## src/rtl/ulpi_pkg.sv

```systemverilog
// rtl/ulpi_pkg.sv - shared constants, state encoding and request record for the ULPI link sequencer
package ulpi_pkg;

    localparam logic [1:0] TXCMD_REGW = 2'b10;
    localparam logic [1:0] TXCMD_REGR = 2'b11;

    localparam logic [3:0] ST_IDLE    = 4'd0;
    localparam logic [3:0] ST_TXCMD   = 4'd1;
    localparam logic [3:0] ST_WDATA   = 4'd2;
    localparam logic [3:0] ST_STP     = 4'd3;
    localparam logic [3:0] ST_RD_TA1  = 4'd4;
    localparam logic [3:0] ST_RD_DATA = 4'd5;
    localparam logic [3:0] ST_RD_TA2  = 4'd6;
    localparam logic [3:0] ST_ABORT   = 4'd7;
    localparam logic [3:0] ST_DONE    = 4'd8;

    // USB3300 immediate register map
    localparam logic [5:0] REG_VID_LOW   = 6'h00;
    localparam logic [5:0] REG_FUNC_CTRL = 6'h04;
    localparam logic [5:0] REG_IFC_CTRL  = 6'h07;
    localparam logic [5:0] REG_OTG_CTRL  = 6'h0A;
    localparam logic [5:0] REG_DEBUG     = 6'h15;
    localparam logic [5:0] REG_SCRATCH   = 6'h16;

    typedef struct packed {
        logic       sel;
        logic       we;
        logic [5:0] addr;
        logic [7:0] wdata;
    } ulpi_req_t;

    function automatic logic [7:0] txcmd_byte(input logic we, input logic [5:0] addr);
        return {(we ? TXCMD_REGW : TXCMD_REGR), addr};
    endfunction

endpackage

```

## src/rtl/ulpi_link_ctrl_if.sv

```systemverilog
// rtl/ulpi_link_ctrl_if.sv - ULPI pad bundle and register-requester port bundle
interface ulpi_bus_if;
    logic       dir;
    logic       nxt;
    logic [7:0] din;
    logic [7:0] dout;
    logic       oe;
    logic       stp;

    modport master (input dir, nxt, din, output dout, oe, stp);
    modport slave  (output dir, nxt, din, input dout, oe, stp);
endinterface

interface ulpi_reg_if;
    logic       req;
    logic       we;
    logic [5:0] addr;
    logic [7:0] wdata;
    logic       done;
    logic       err;
    logic [7:0] rdata;

    modport master (output req, we, addr, wdata, input done, err, rdata);
    modport slave  (input req, we, addr, wdata, output done, err, rdata);
endinterface

```

## src/rtl/ulpi_rr_arb.sv

```systemverilog
// rtl/ulpi_rr_arb.sv - two-port round-robin grant; pointer moves past the port that just completed
module ulpi_rr_arb (
    input  logic clk,
    input  logic rst,
    input  logic req_a,
    input  logic req_b,
    input  logic en,
    input  logic done,
    input  logic done_sel,
    output logic gnt,
    output logic gnt_sel
);

    logic ptr_q, ptr_d;

    always_comb begin
        gnt     = en && (req_a || req_b);
        gnt_sel = (req_a && req_b) ? ptr_q : req_b;
        ptr_d   = done ? ~done_sel : ptr_q;
    end

    always_ff @(posedge clk or posedge rst) begin
        if (rst) ptr_q <= 1'b0;
        else     ptr_q <= ptr_d;
    end

endmodule

```

## src/rtl/ulpi_link_ctrl.sv

```systemverilog
// rtl/ulpi_link_ctrl.sv - single-owner ULPI sequencer: arbitrated register access plus RX CMD/data capture
module ulpi_link_ctrl
    import ulpi_pkg::*;
#(
    parameter int unsigned NXT_TIMEOUT = 255,
    parameter int unsigned MAX_RETRY   = 3
) (
    input  logic        clk,
    input  logic        rst,
    ulpi_bus_if.master  ulpi,
    ulpi_reg_if.slave   port_a,
    ulpi_reg_if.slave   port_b,
    output logic [7:0]  rx_cmd,
    output logic        rx_cmd_vld,
    output logic [7:0]  rx_data,
    output logic        rx_data_vld,
    output logic        busy
);

    localparam logic [7:0] TMO_LAST  = 8'(NXT_TIMEOUT - 1);
    localparam logic [1:0] RETRY_MAX = 2'(MAX_RETRY);

    logic [3:0] state_q, state_d;
    logic       dir_q, dir_d;
    ulpi_req_t  req_q, req_d;
    logic [7:0] tmo_q, tmo_d;
    logic [1:0] retry_q, retry_d;
    logic       err_q, err_d;
    logic [7:0] rdata_q, rdata_d;
    logic [7:0] rx_cmd_q, rx_cmd_d, rx_data_q, rx_data_d;
    logic       rx_cmd_vld_q, rx_cmd_vld_d, rx_data_vld_q, rx_data_vld_d;

    logic       bus_idle, rx_phase, gnt, gnt_sel, done_st;
    logic [7:0] dout_c;

    assign bus_idle = !ulpi.dir && !dir_q;
    // In RD_DATA the PHY is returning the register value, not an RX stream byte
    assign rx_phase = ulpi.dir && dir_q && (state_q != ST_RD_DATA);
    assign done_st  = (state_q == ST_DONE);

    ulpi_rr_arb u_arb (
        .clk      (clk),
        .rst      (rst),
        .req_a    (port_a.req),
        .req_b    (port_b.req),
        .en       ((state_q == ST_IDLE) && bus_idle),
        .done     (done_st),
        .done_sel (req_q.sel),
        .gnt      (gnt),
        .gnt_sel  (gnt_sel)
    );

    always_comb begin
        state_d       = state_q;
        dir_d         = ulpi.dir;
        req_d         = req_q;
        tmo_d         = tmo_q;
        retry_d       = retry_q;
        err_d         = err_q;
        rdata_d       = rdata_q;
        rx_cmd_d      = rx_cmd_q;
        rx_cmd_vld_d  = 1'b0;
        rx_data_d     = rx_data_q;
        rx_data_vld_d = 1'b0;

        if (rx_phase) begin
            if (ulpi.nxt) begin
                rx_data_d     = ulpi.din;
                rx_data_vld_d = 1'b1;
            end else begin
                rx_cmd_d     = ulpi.din;
                rx_cmd_vld_d = 1'b1;
            end
        end

        case (state_q)
            ST_IDLE: begin
                if (gnt) begin
                    req_d.sel   = gnt_sel;
                    req_d.we    = gnt_sel ? port_b.we    : port_a.we;
                    req_d.addr  = gnt_sel ? port_b.addr  : port_a.addr;
                    req_d.wdata = gnt_sel ? port_b.wdata : port_a.wdata;
                    err_d       = 1'b0;
                    rdata_d     = 8'h00;
                    tmo_d       = 8'h00;
                    state_d     = ST_TXCMD;
                end
            end
            ST_TXCMD: begin
                tmo_d = tmo_q + 8'd1;
                // A read accepted in the same cycle dir rises is the normal turnaround
                if (ulpi.nxt && !(req_q.we && ulpi.dir))
                    state_d = req_q.we ? ST_WDATA : ST_RD_TA1;
                else if (ulpi.dir || (tmo_q == TMO_LAST))
                    state_d = ST_ABORT;
            end
            ST_WDATA: begin
                if (ulpi.dir)      state_d = ST_ABORT;
                else if (ulpi.nxt) state_d = ST_STP;
            end
            ST_STP: state_d = ST_DONE;
            ST_RD_TA1: begin
                if (dir_q && ulpi.nxt) state_d = ST_ABORT;
                else                   state_d = ST_RD_DATA;
            end
            ST_RD_DATA: begin
                rdata_d = ulpi.din;
                state_d = ST_RD_TA2;
            end
            ST_RD_TA2: begin
                if (!ulpi.dir) state_d = ST_DONE;
            end
            ST_ABORT: begin
                if (retry_q == RETRY_MAX) begin
                    err_d   = 1'b1;
                    state_d = ST_DONE;
                end else if (bus_idle) begin
                    retry_d = retry_q + 2'd1;
                    tmo_d   = 8'h00;
                    state_d = ST_TXCMD;
                end
            end
            ST_DONE: begin
                retry_d = 2'd0;
                state_d = ST_IDLE;
            end
            default: state_d = ST_IDLE;
        endcase
    end

    always_ff @(posedge clk or posedge rst) begin
        if (rst) begin
            state_q       <= ST_IDLE;
            dir_q         <= 1'b0;
            req_q         <= '0;
            tmo_q         <= 8'h00;
            retry_q       <= 2'd0;
            err_q         <= 1'b0;
            rdata_q       <= 8'h00;
            rx_cmd_q      <= 8'h00;
            rx_cmd_vld_q  <= 1'b0;
            rx_data_q     <= 8'h00;
            rx_data_vld_q <= 1'b0;
        end else begin
            state_q       <= state_d;
            dir_q         <= dir_d;
            req_q         <= req_d;
            tmo_q         <= tmo_d;
            retry_q       <= retry_d;
            err_q         <= err_d;
            rdata_q       <= rdata_d;
            rx_cmd_q      <= rx_cmd_d;
            rx_cmd_vld_q  <= rx_cmd_vld_d;
            rx_data_q     <= rx_data_d;
            rx_data_vld_q <= rx_data_vld_d;
        end
    end

    always_comb begin
        dout_c = 8'h00;
        case (state_q)
            ST_TXCMD: dout_c = txcmd_byte(req_q.we, req_q.addr);
            ST_WDATA: dout_c = req_q.wdata;
            default:  dout_c = 8'h00;
        endcase
    end

    assign ulpi.dout = dout_c;
    assign ulpi.oe   = ((state_q == ST_TXCMD) || (state_q == ST_WDATA) || (state_q == ST_STP)) && bus_idle;
    assign ulpi.stp  = (state_q == ST_STP);

    assign port_a.done  = done_st && !req_q.sel;
    assign port_a.err   = done_st && !req_q.sel && err_q;
    assign port_a.rdata = (done_st && !req_q.sel) ? rdata_q : 8'h00;
    assign port_b.done  = done_st && req_q.sel;
    assign port_b.err   = done_st && req_q.sel && err_q;
    assign port_b.rdata = (done_st && req_q.sel) ? rdata_q : 8'h00;

    assign rx_cmd      = rx_cmd_q;
    assign rx_cmd_vld  = rx_cmd_vld_q;
    assign rx_data     = rx_data_q;
    assign rx_data_vld = rx_data_vld_q;
    assign busy        = (state_q != ST_IDLE);

endmodule

```

## src/flat_wrapper.sv

```systemverilog
// flat-port wrapper written by rule: the top's interface ports become plain ports
module ulpi_link_ctrl_flat import ulpi_pkg::*;
#(
    parameter int unsigned NXT_TIMEOUT = 255,
    parameter int unsigned MAX_RETRY   = 3
)
  (clk, rst, rx_cmd, rx_cmd_vld, rx_data, rx_data_vld, busy, ulpi_dir, ulpi_nxt, ulpi_din, ulpi_dout, ulpi_oe, ulpi_stp, port_a_req, port_a_we, port_a_addr, port_a_wdata, port_a_done, port_a_err, port_a_rdata, port_b_req, port_b_we, port_b_addr, port_b_wdata, port_b_done, port_b_err, port_b_rdata);
  ulpi_bus_if ulpi_i ();
  ulpi_reg_if port_a_i ();
  ulpi_reg_if port_b_i ();
  input  logic clk;
  input  logic rst;
  output logic [7:0] rx_cmd;
  output logic rx_cmd_vld;
  output logic [7:0] rx_data;
  output logic rx_data_vld;
  output logic busy;
  input wire logic [$bits(ulpi_i.dir)-1:0] ulpi_dir;
  input wire logic [$bits(ulpi_i.nxt)-1:0] ulpi_nxt;
  input wire logic [$bits(ulpi_i.din)-1:0] ulpi_din;
  output wire logic [$bits(ulpi_i.dout)-1:0] ulpi_dout;
  output wire logic [$bits(ulpi_i.oe)-1:0] ulpi_oe;
  output wire logic [$bits(ulpi_i.stp)-1:0] ulpi_stp;
  input wire logic [$bits(port_a_i.req)-1:0] port_a_req;
  input wire logic [$bits(port_a_i.we)-1:0] port_a_we;
  input wire logic [$bits(port_a_i.addr)-1:0] port_a_addr;
  input wire logic [$bits(port_a_i.wdata)-1:0] port_a_wdata;
  output wire logic [$bits(port_a_i.done)-1:0] port_a_done;
  output wire logic [$bits(port_a_i.err)-1:0] port_a_err;
  output wire logic [$bits(port_a_i.rdata)-1:0] port_a_rdata;
  input wire logic [$bits(port_b_i.req)-1:0] port_b_req;
  input wire logic [$bits(port_b_i.we)-1:0] port_b_we;
  input wire logic [$bits(port_b_i.addr)-1:0] port_b_addr;
  input wire logic [$bits(port_b_i.wdata)-1:0] port_b_wdata;
  output wire logic [$bits(port_b_i.done)-1:0] port_b_done;
  output wire logic [$bits(port_b_i.err)-1:0] port_b_err;
  output wire logic [$bits(port_b_i.rdata)-1:0] port_b_rdata;
  assign ulpi_i.dir = ulpi_dir;
  assign ulpi_i.nxt = ulpi_nxt;
  assign ulpi_i.din = ulpi_din;
  assign ulpi_dout = ulpi_i.dout;
  assign ulpi_oe = ulpi_i.oe;
  assign ulpi_stp = ulpi_i.stp;
  assign port_a_i.req = port_a_req;
  assign port_a_i.we = port_a_we;
  assign port_a_i.addr = port_a_addr;
  assign port_a_i.wdata = port_a_wdata;
  assign port_a_done = port_a_i.done;
  assign port_a_err = port_a_i.err;
  assign port_a_rdata = port_a_i.rdata;
  assign port_b_i.req = port_b_req;
  assign port_b_i.we = port_b_we;
  assign port_b_i.addr = port_b_addr;
  assign port_b_i.wdata = port_b_wdata;
  assign port_b_done = port_b_i.done;
  assign port_b_err = port_b_i.err;
  assign port_b_rdata = port_b_i.rdata;
  ulpi_link_ctrl #(.NXT_TIMEOUT(NXT_TIMEOUT), .MAX_RETRY(MAX_RETRY)) u_core (.clk(clk), .rst(rst), .ulpi(ulpi_i), .port_a(port_a_i), .port_b(port_b_i), .rx_cmd(rx_cmd), .rx_cmd_vld(rx_cmd_vld), .rx_data(rx_data), .rx_data_vld(rx_data_vld), .busy(busy));
endmodule
```

## config.mk

```make
export PLATFORM = sky130hd
export DESIGN_NAME = ulpi_link_ctrl_flat
export DESIGN_NICKNAME = d
export VERILOG_FILES = /design/src/rtl/ulpi_pkg.sv /design/src/rtl/ulpi_link_ctrl_if.sv /design/src/rtl/ulpi_rr_arb.sv /design/src/rtl/ulpi_link_ctrl.sv /design/src/flat_wrapper.sv
export SDC_FILE = /design/constraint.sdc
export NUM_CORES = 1
export LEC_CHECK = 0
export CAP_MARGIN = 20
export CORE_UTILIZATION = 47
export DETAILED_ROUTE_END_ITERATION = 8
export HOLD_SLACK_MARGIN = 0.08
export PLACE_DENSITY_LB_ADDON = 0.1
export RECOVER_POWER = 25
export SYNTH_ARGS = -nofsm -noshare
export SYNTH_HDL_FRONTEND = slang
export SYNTH_SLANG_ARGS = --single-unit
export TNS_END_PERCENT = 10
```

## constraint.sdc

```tcl
create_clock -name clk -period 2.2 [get_ports clk]
set_input_delay 0.22 -clock clk [delete_from_list [all_inputs] [get_ports clk]]
set_output_delay 0.22 -clock clk [all_outputs]
set_load 0.05 [all_outputs]
```

==> impl_results.md, run 1 <==
* Std-Cell Rows at 28
* Hold path cells at 1
* Final Max Tran Viols at 0
* Grt ovf at 0
* Avg Inst Size Synth at 10.1 um2
* Crit path required time at 1.98 ns
* Status: complete, no violations
* Max FO, Critical Path at 10
* Starting Density at 49.4%
* IO buf count at 92
* WL final at 7.49 mm
* Pleak at 1.99 nW
* HP Class: flip-flop to flip-flop
* GRT Util Overall at 24.4%
* Placer Congestion at 0.906
* Largest net degree at the start of global routing at 60
* WS Path Type: flip-flop to output port
* Initial DRT Pass Iterations at 6
* Area of the core at 5990 um2
* VDD IR max at 0.842 mV
* Number of diodes at 0
* Die width at 81.3 um
* Synthesized area at 2960 um2
* CP Data Arrival Time at 1.88 ns
* Die Height at 81.3 um
* CTS root buf: clkbuf_8
* Clk_lat worst skew at 0.34 ns
* Setup TNS at 0 ns
* PD cells at 1270 nW/um2
* Worst slew pin tran at 1.46 ns
* Power, Total at 0.00575 W
* DP HPWL at 5.32 mm
* Cell variety after synth at 40
* Register area share after synthesis at 49.9%
* Max-cap violations at 0
* Max clock buf depth at 2
* Yosys Warn Count at 0
* I/O pins at 93
* DR iter-0 viols at 103
* Cts bufs inserted at 9
* Final net count at 449
* DR WL/cell at 15.5 um
* Critical Path Start Type: flip-flop
* CTS Sinks at 59
* Synthesized net count at 341
* DR DRC count at 0
* Asr flop ratio synth at 100%
* Vias in the first global route at 2518
* Post-layout util at 75.9%
* Setup violations, final at 0
* Crit path cell chain: buf_4 > nand3b_1 > nor2_2 > buf_6 > and2_1 > buf_12
* Die area at 6620 um2
* CP max stage delay at 0.41 ns
* CP endpoint kind: output port
* Top_reg_cell synth: dfrtp_1
* Clock Pin Slew Worst Setup and Hold Paths at 0.07 ns
* Fmax achieved at 477 MHz
* Slew margin rel. at 2.85%
* Mapped Cells at 294
* Worst Clk Skew at 0.00631 ns
* Final ANT Viol Nets at 0
* Slowest-stage cell, CP: dfrtp_1
* Min Clock Period, post-route at 2.10 ns
* First-pass GRT wire length at 11.9 mm
* Synthesis-stage register bit count at 59
* Routed vias/inst at 5.36
* Final hold violation count at 0
* EDFF count, synth at 0
* Vias at 2585
* CTS tree: built
* Reg2Reg Depth at 7
* Area growth, synth to finish at 53.7%
* H-tree Lvls at 3
* Initial antenna violation count at 0
* Fraction of final layout cells sized beyond drive strength 1 at 23.3%
* Final Cycle Share at 95.3%
==> worst max-delay path: cells and delay by family (launching register included) <==
kind	cells	cell delay, ns
buffers and inverters	3	0.49
flip-flops	1	0.41
AND/OR/NAND/NOR	3	0.63
==> final timing paths <==
kind                                          startpoint                       endpoint  slack, ns
setup / recovery           u_core.state_q[0]$_DFFE_PP0P_                port_a_rdata[4]       0.10
setup reg to reg           u_core.retry_q[0]$_DFFE_PP0P_    u_core.tmo_q[4]$_DFFE_PP0P_       0.14
hold / removal             u_core.retry_q[0]$_DFFE_PP0P_  u_core.retry_q[0]$_DFFE_PP0P_       0.49
max in group asynchronous                            rst  u_core.state_q[1]$_DFFE_PP0P_       0.39
hold reg to reg            u_core.retry_q[0]$_DFFE_PP0P_  u_core.retry_q[0]$_DFFE_PP0P_       0.49
min in group asynchronous                            rst   u_core.rx_cmd[7]$_DFFE_PP0P_       0.82
==> synthesized netlist by cell type, types with 2 or more instances <==
cell type	instances	area, um2
a21o_1	2	15.0
a21oi_1	27	135
a22o_1	6	52.6
and2_1	18	113
buf_2	9	45.0
buf_6	2	22.5
clkbuf_1	3	11.3
dfrtp_1	59	1480
ha_1	3	37.5
inv_1	8	30.0
mux2_2	16	180
mux2i_1	18	180
nand2_1	32	120
nand2b_1	5	31.3
nand3_1	5	25.0
nand3b_1	2	15.0
nor2_1	28	105
nor3_1	3	15.0
o211ai_1	2	15.0
o21ai_0	15	75.1
o21bai_1	2	15.0
o22ai_1	2	12.5
o31ai_1	4	30.0
or2_2	2	12.5
or3_1	2	12.5
or4_1	5	37.5
==> metal layers <==
metal	routed length (um)	track usage (%)
met5	0	0
met3	371	5.28
met1	3250	31.1
met2	3780	39.7
met4	95	10.9
==> sequential cells by signal, indices dropped and copies added (netlist names) <==
register / cells
u_core.req_q: 16
u_core.rdata_q: 8
u_core.rx_cmd: 8
u_core.rx_data: 8
u_core.tmo_q: 8
u_core.state_q: 4
u_core.retry_q: 2
u_core.dir_q: 1
u_core.err_q: 1
u_core.rx_cmd_vld: 1
u_core.rx_data_vld: 1
u_core.u_arb.ptr_q: 1
==> what timing repair did <==
item | 4_1_cts | 5_1_grt
pin swaps | 0 | 1
setup buffers | 1 | 1
endpoints found under the setup margin | 3 | 13
hold buffers | 0 | 0
resized for setup | 0 | 7
==> per-stage QoR <==
stage	hold slack (ns)	worst slack, ns	area [um2]	std cells
floorplan	0.251	-0.197	2960	294
global placement	0.471	0.176	4350	464
detailed placement	0.483	0.136	4350	464
CTS	0.280	0.0542	4540	481
global route	0.518	-0.0120	4550	482
finish	0.487	0.104	4550	482
==> cells by family after synthesis <==
kind of cell,Yosys count,share of synthesized area (%)
and+or+nand+nor,110,19.5
AOI/OAI and AO/OA,66,13.5
DFF,59,49.9
muxes,34,12.2
buffers and inverters,22,3.68
adders and majority gates,3,1.27
==> area by class of cell <==
class                           instances  area (um2)
Clock inverter                          1        5.00
Inverter                                8        30.0
Sequential cell                        59        1480
Fill cell                             416        1440
Timing Repair Buffer                  111        1360
Tap cell                               75        93.8
Multi-Input combinational cell        213        1390
Clock buffer                           15         186
==> layout by cell type (no fill, tap or decap), drive strengths merged, types with 2 or more instances in the layout <==
master          n
buf            48
and2           18
nand3b          2
dfrtp          59
nor2           28
or3             2
clkbuf         17
nor4            2
o211ai          2
a22o            6
ha              3
o22ai           2
a21oi          27
a21o            2
mux2           16
mux2i          18
clkdlybuf4s50  60
clkinv          2
nor3            5
o31ai           4
nand2          32
or4             5
inv             7
nand2b          5
nand3           5
or2             3
a31oi           2
o21bai          2
o21ai          16
==> power breakdown <==
group	internal (W)	leakage (nW)	switching [W]	total, W
clock network	0.000532	0.0997	0.000421	0.000953
registers	0.00152	0.718	0.000342	0.00186
logic	0.00127	1.17	0.00168	0.00294
Note: power is estimated with default switching activity, not from simulation.
==> run 2, diff against run 1 <==
--- a/config.mk
+++ b/config.mk
@@ -6,7 +6,9 @@
 export NUM_CORES = 1
 export LEC_CHECK = 0
 export CAP_MARGIN = 20
-export CORE_UTILIZATION = 47
+export CELL_PAD_IN_SITES_DETAIL_PLACEMENT = 0
+export CELL_PAD_IN_SITES_GLOBAL_PLACEMENT = 1
+export CORE_UTILIZATION = 35
 export DETAILED_ROUTE_END_ITERATION = 8
 export HOLD_SLACK_MARGIN = 0.08
 export PLACE_DENSITY_LB_ADDON = 0.1
==> impl_results.md, run 2 (synthesized netlist as in run 1, its figures left out) <==
* WL final at 7.70 mm
* Largest net degree at the start of global routing at 34
* IO buf count at 92
* DR iter-0 viols at 65
* Die Height at 94.0 um
* Non-filler cells, final at 519
* Slew margin rel. at 63.1%
* Final net count at 456
* Top reg by flops: u_core.req_q
* Area growth, synth to finish at 57.3%
* Final hold violation count at 0
* Fraction of final layout cells sized beyond drive strength 1 at 25.1%
* Cts bufs inserted at 9
* Cells after DPL at 496
* Worst Clk Skew at 0.00850 ns
* Final Cycle Share at 94.2%
* CP endpoint kind: flip-flop
* Setup violations, final at 0
* Die width at 94.0 um
* CP max stage delay at 0.40 ns
* VDD IR max at 0.621 mV
* Initial DRT Pass Iterations at 6
* Initial antenna violation count at 0
* Most frequent cells in the layout: clkdlybuf4s50_1, dfrtp_1, nand2_1, buf_12, a21oi_1
* Die area at 8830 um2
* Pre-CTS WS at 0.108 ns
* HP Class: input pin to flip-flop
* GRT Util Overall at 18.8%
* CTS tree: built
* Crit path cell chain: ha_1 > nand2b_1 > nor4_4 > a31oi_2 > buf_4 > or3_1 > a21oi_1
* Crit path required time at 2.47 ns
* Max FO, Critical Path at 7
* Std-Cell Rows at 33
* WS Path Type: flip-flop to flip-flop
* Fin worst setup slack at 0.127 ns
* Max clock buf depth at 2
* Vias in the first global route at 2430
* Vias at 2561
* Starting Density at 36.0%
* Fmax achieved at 482 MHz
* Final Max Tran Viols at 0
* Pleak at 2.01 nW
* CTS root buf: clkbuf_8
* Status: complete, no violations
* Placer Congestion at 0.845
* Grt ovf at 0
* H-tree Lvls at 3
* Number of diodes at 0
* CTS Sinks at 59
* Critical Path Start Type: flip-flop
* Max reg flops at 16
* First-pass GRT wire length at 12.5 mm
* Post-layout util at 56.7%
* DR DRC count at 0
* I/O pins at 93
* Slowest-stage cell, CP: dfrtp_1
* Area of the core at 8220 um2
* Routed vias/inst at 4.93
* Min Clock Period, post-route at 2.07 ns
* Fill cell count at 731
* Clock Pin Slew Worst Setup and Hold Paths at 0.07 ns
* Max-cap violations at 0
* PD cells at 1260 nW/um2
* Commonest non-fill, non-tap cell in the layout: clkdlybuf4s50_1
* Worst slew pin tran at 0.540 ns
* CP Data Arrival Time at 2.34 ns
* DP HPWL at 5.56 mm
* Final ANT Viol Nets at 0
* DR WL/cell at 14.8 um
* Clk_lat worst skew at 0.34 ns
run 2: changes by cell type in the layout (fill, tap and decap cells not counted), sizes merged:
cell | before | now
clkinv | 2 | 1
dlygate4sd3 | 1 | 2
clkinvlp | 0 | 4
bufinv | 0 | 1
inv | 7 | 8
clkbuf | 17 | 12
buf | 48 | 54
run 2: power by group:
| group | internal, W | switching, W | total [W] | leakage (nW) |
|---|---|---|---|---|
| combinational | 0.00131 | 0.00168 | 0.00298 | 1.21 |
| sequential | 0.00152 | 0.000344 | 0.00186 | 0.716 |
| clock | 0.000551 | 0.000453 | 0.00100 | 0.0905 |
| total | 0.00337 | 0.00248 | 0.00585 | 2.01 |
run 2: worst max-delay path: cells and delay by family, from the launching register on:
kind | cells | cell delay, ns
flip-flops | 1 | 0.40
AND/OR/NAND/NOR | 3 | 0.90
AO/OA/AOI/OAI | 2 | 0.27
buffers and inverters | 1 | 0.20
adder cells (fa/ha/maj) | 1 | 0.24
run 2: path summary, 6_finish.rpt:
check | from | to | slack, ns | depth (start not counted)
setup / recovery | u_core.retry_q[0]$_DFFE_PP0P_ | u_core.tmo_q[3]$_DFFE_PP0P_ | 0.13 | 7
hold / removal | ulpi_din[2] | u_core.rdata_q[2]$_DFFE_PP0P_ | 0.49 | 3
setup reg to reg | u_core.retry_q[0]$_DFFE_PP0P_ | u_core.tmo_q[3]$_DFFE_PP0P_ | 0.13 | 7
hold reg to reg | u_core.retry_q[0]$_DFFE_PP0P_ | u_core.retry_q[0]$_DFFE_PP0P_ | 0.50 | 1
max in group asynchronous | rst | u_core.rx_cmd[1]$_DFFE_PP0P_ | 0.60 | 4
min in group asynchronous | rst | u_core.rx_cmd[6]$_DFFE_PP0P_ | 0.79 | 3
run 2: routing by layer:
metal	up-vias	wire length, um	global-route usage, %
li1	1264	-	-
met1	1236	3540	25.0
met2	50	3710	28.5
met3	11	352	6.31
met4	0	97	5.90
met5	-	0	0
run 2: area by class of cell:
| class | instances | area, um2 | area share [%] |
|---|---|---|---|
| tap | 105 | 131 | 2.82 |
| sequential | 59 | 1480 | 31.8 |
| clock buffer | 10 | 138 | 2.96 |
| timing repair buffer | 118 | 1410 | 30.4 |
| inverter | 8 | 30.0 | 0.645 |
| multi-input combinational | 213 | 1400 | 30.0 |
| clock inverter | 6 | 65.1 | 1.40 |
run 2: what timing repair did:
| item | 4_1_cts | 5_1_grt |
|---|---|---|
| resized for setup | 2 | 6 |
| buffers inserted | 0 | 6 |
| pin swaps | 0 | 2 |
| setup endpoints to repair | 18 | 24 |
| endpoints found under the hold margin | 6 | 0 |
| hold buffers | 1 | 0 |
run 2: metrics by stage:
stage          power, W  cell area, um2  TNS, ns  hold slack [ns]
2_1_floorplan   0.00359            2960    -1.22            0.251
3_3_place_gp    0.00476            4390        0            0.441
3_5_place_dp    0.00480            4390        0            0.439
4_1_cts         0.00584            4600        0            0.477
5_1_grt         0.00621            4660  -0.0127            0.495
6_report        0.00585            4660        0            0.492
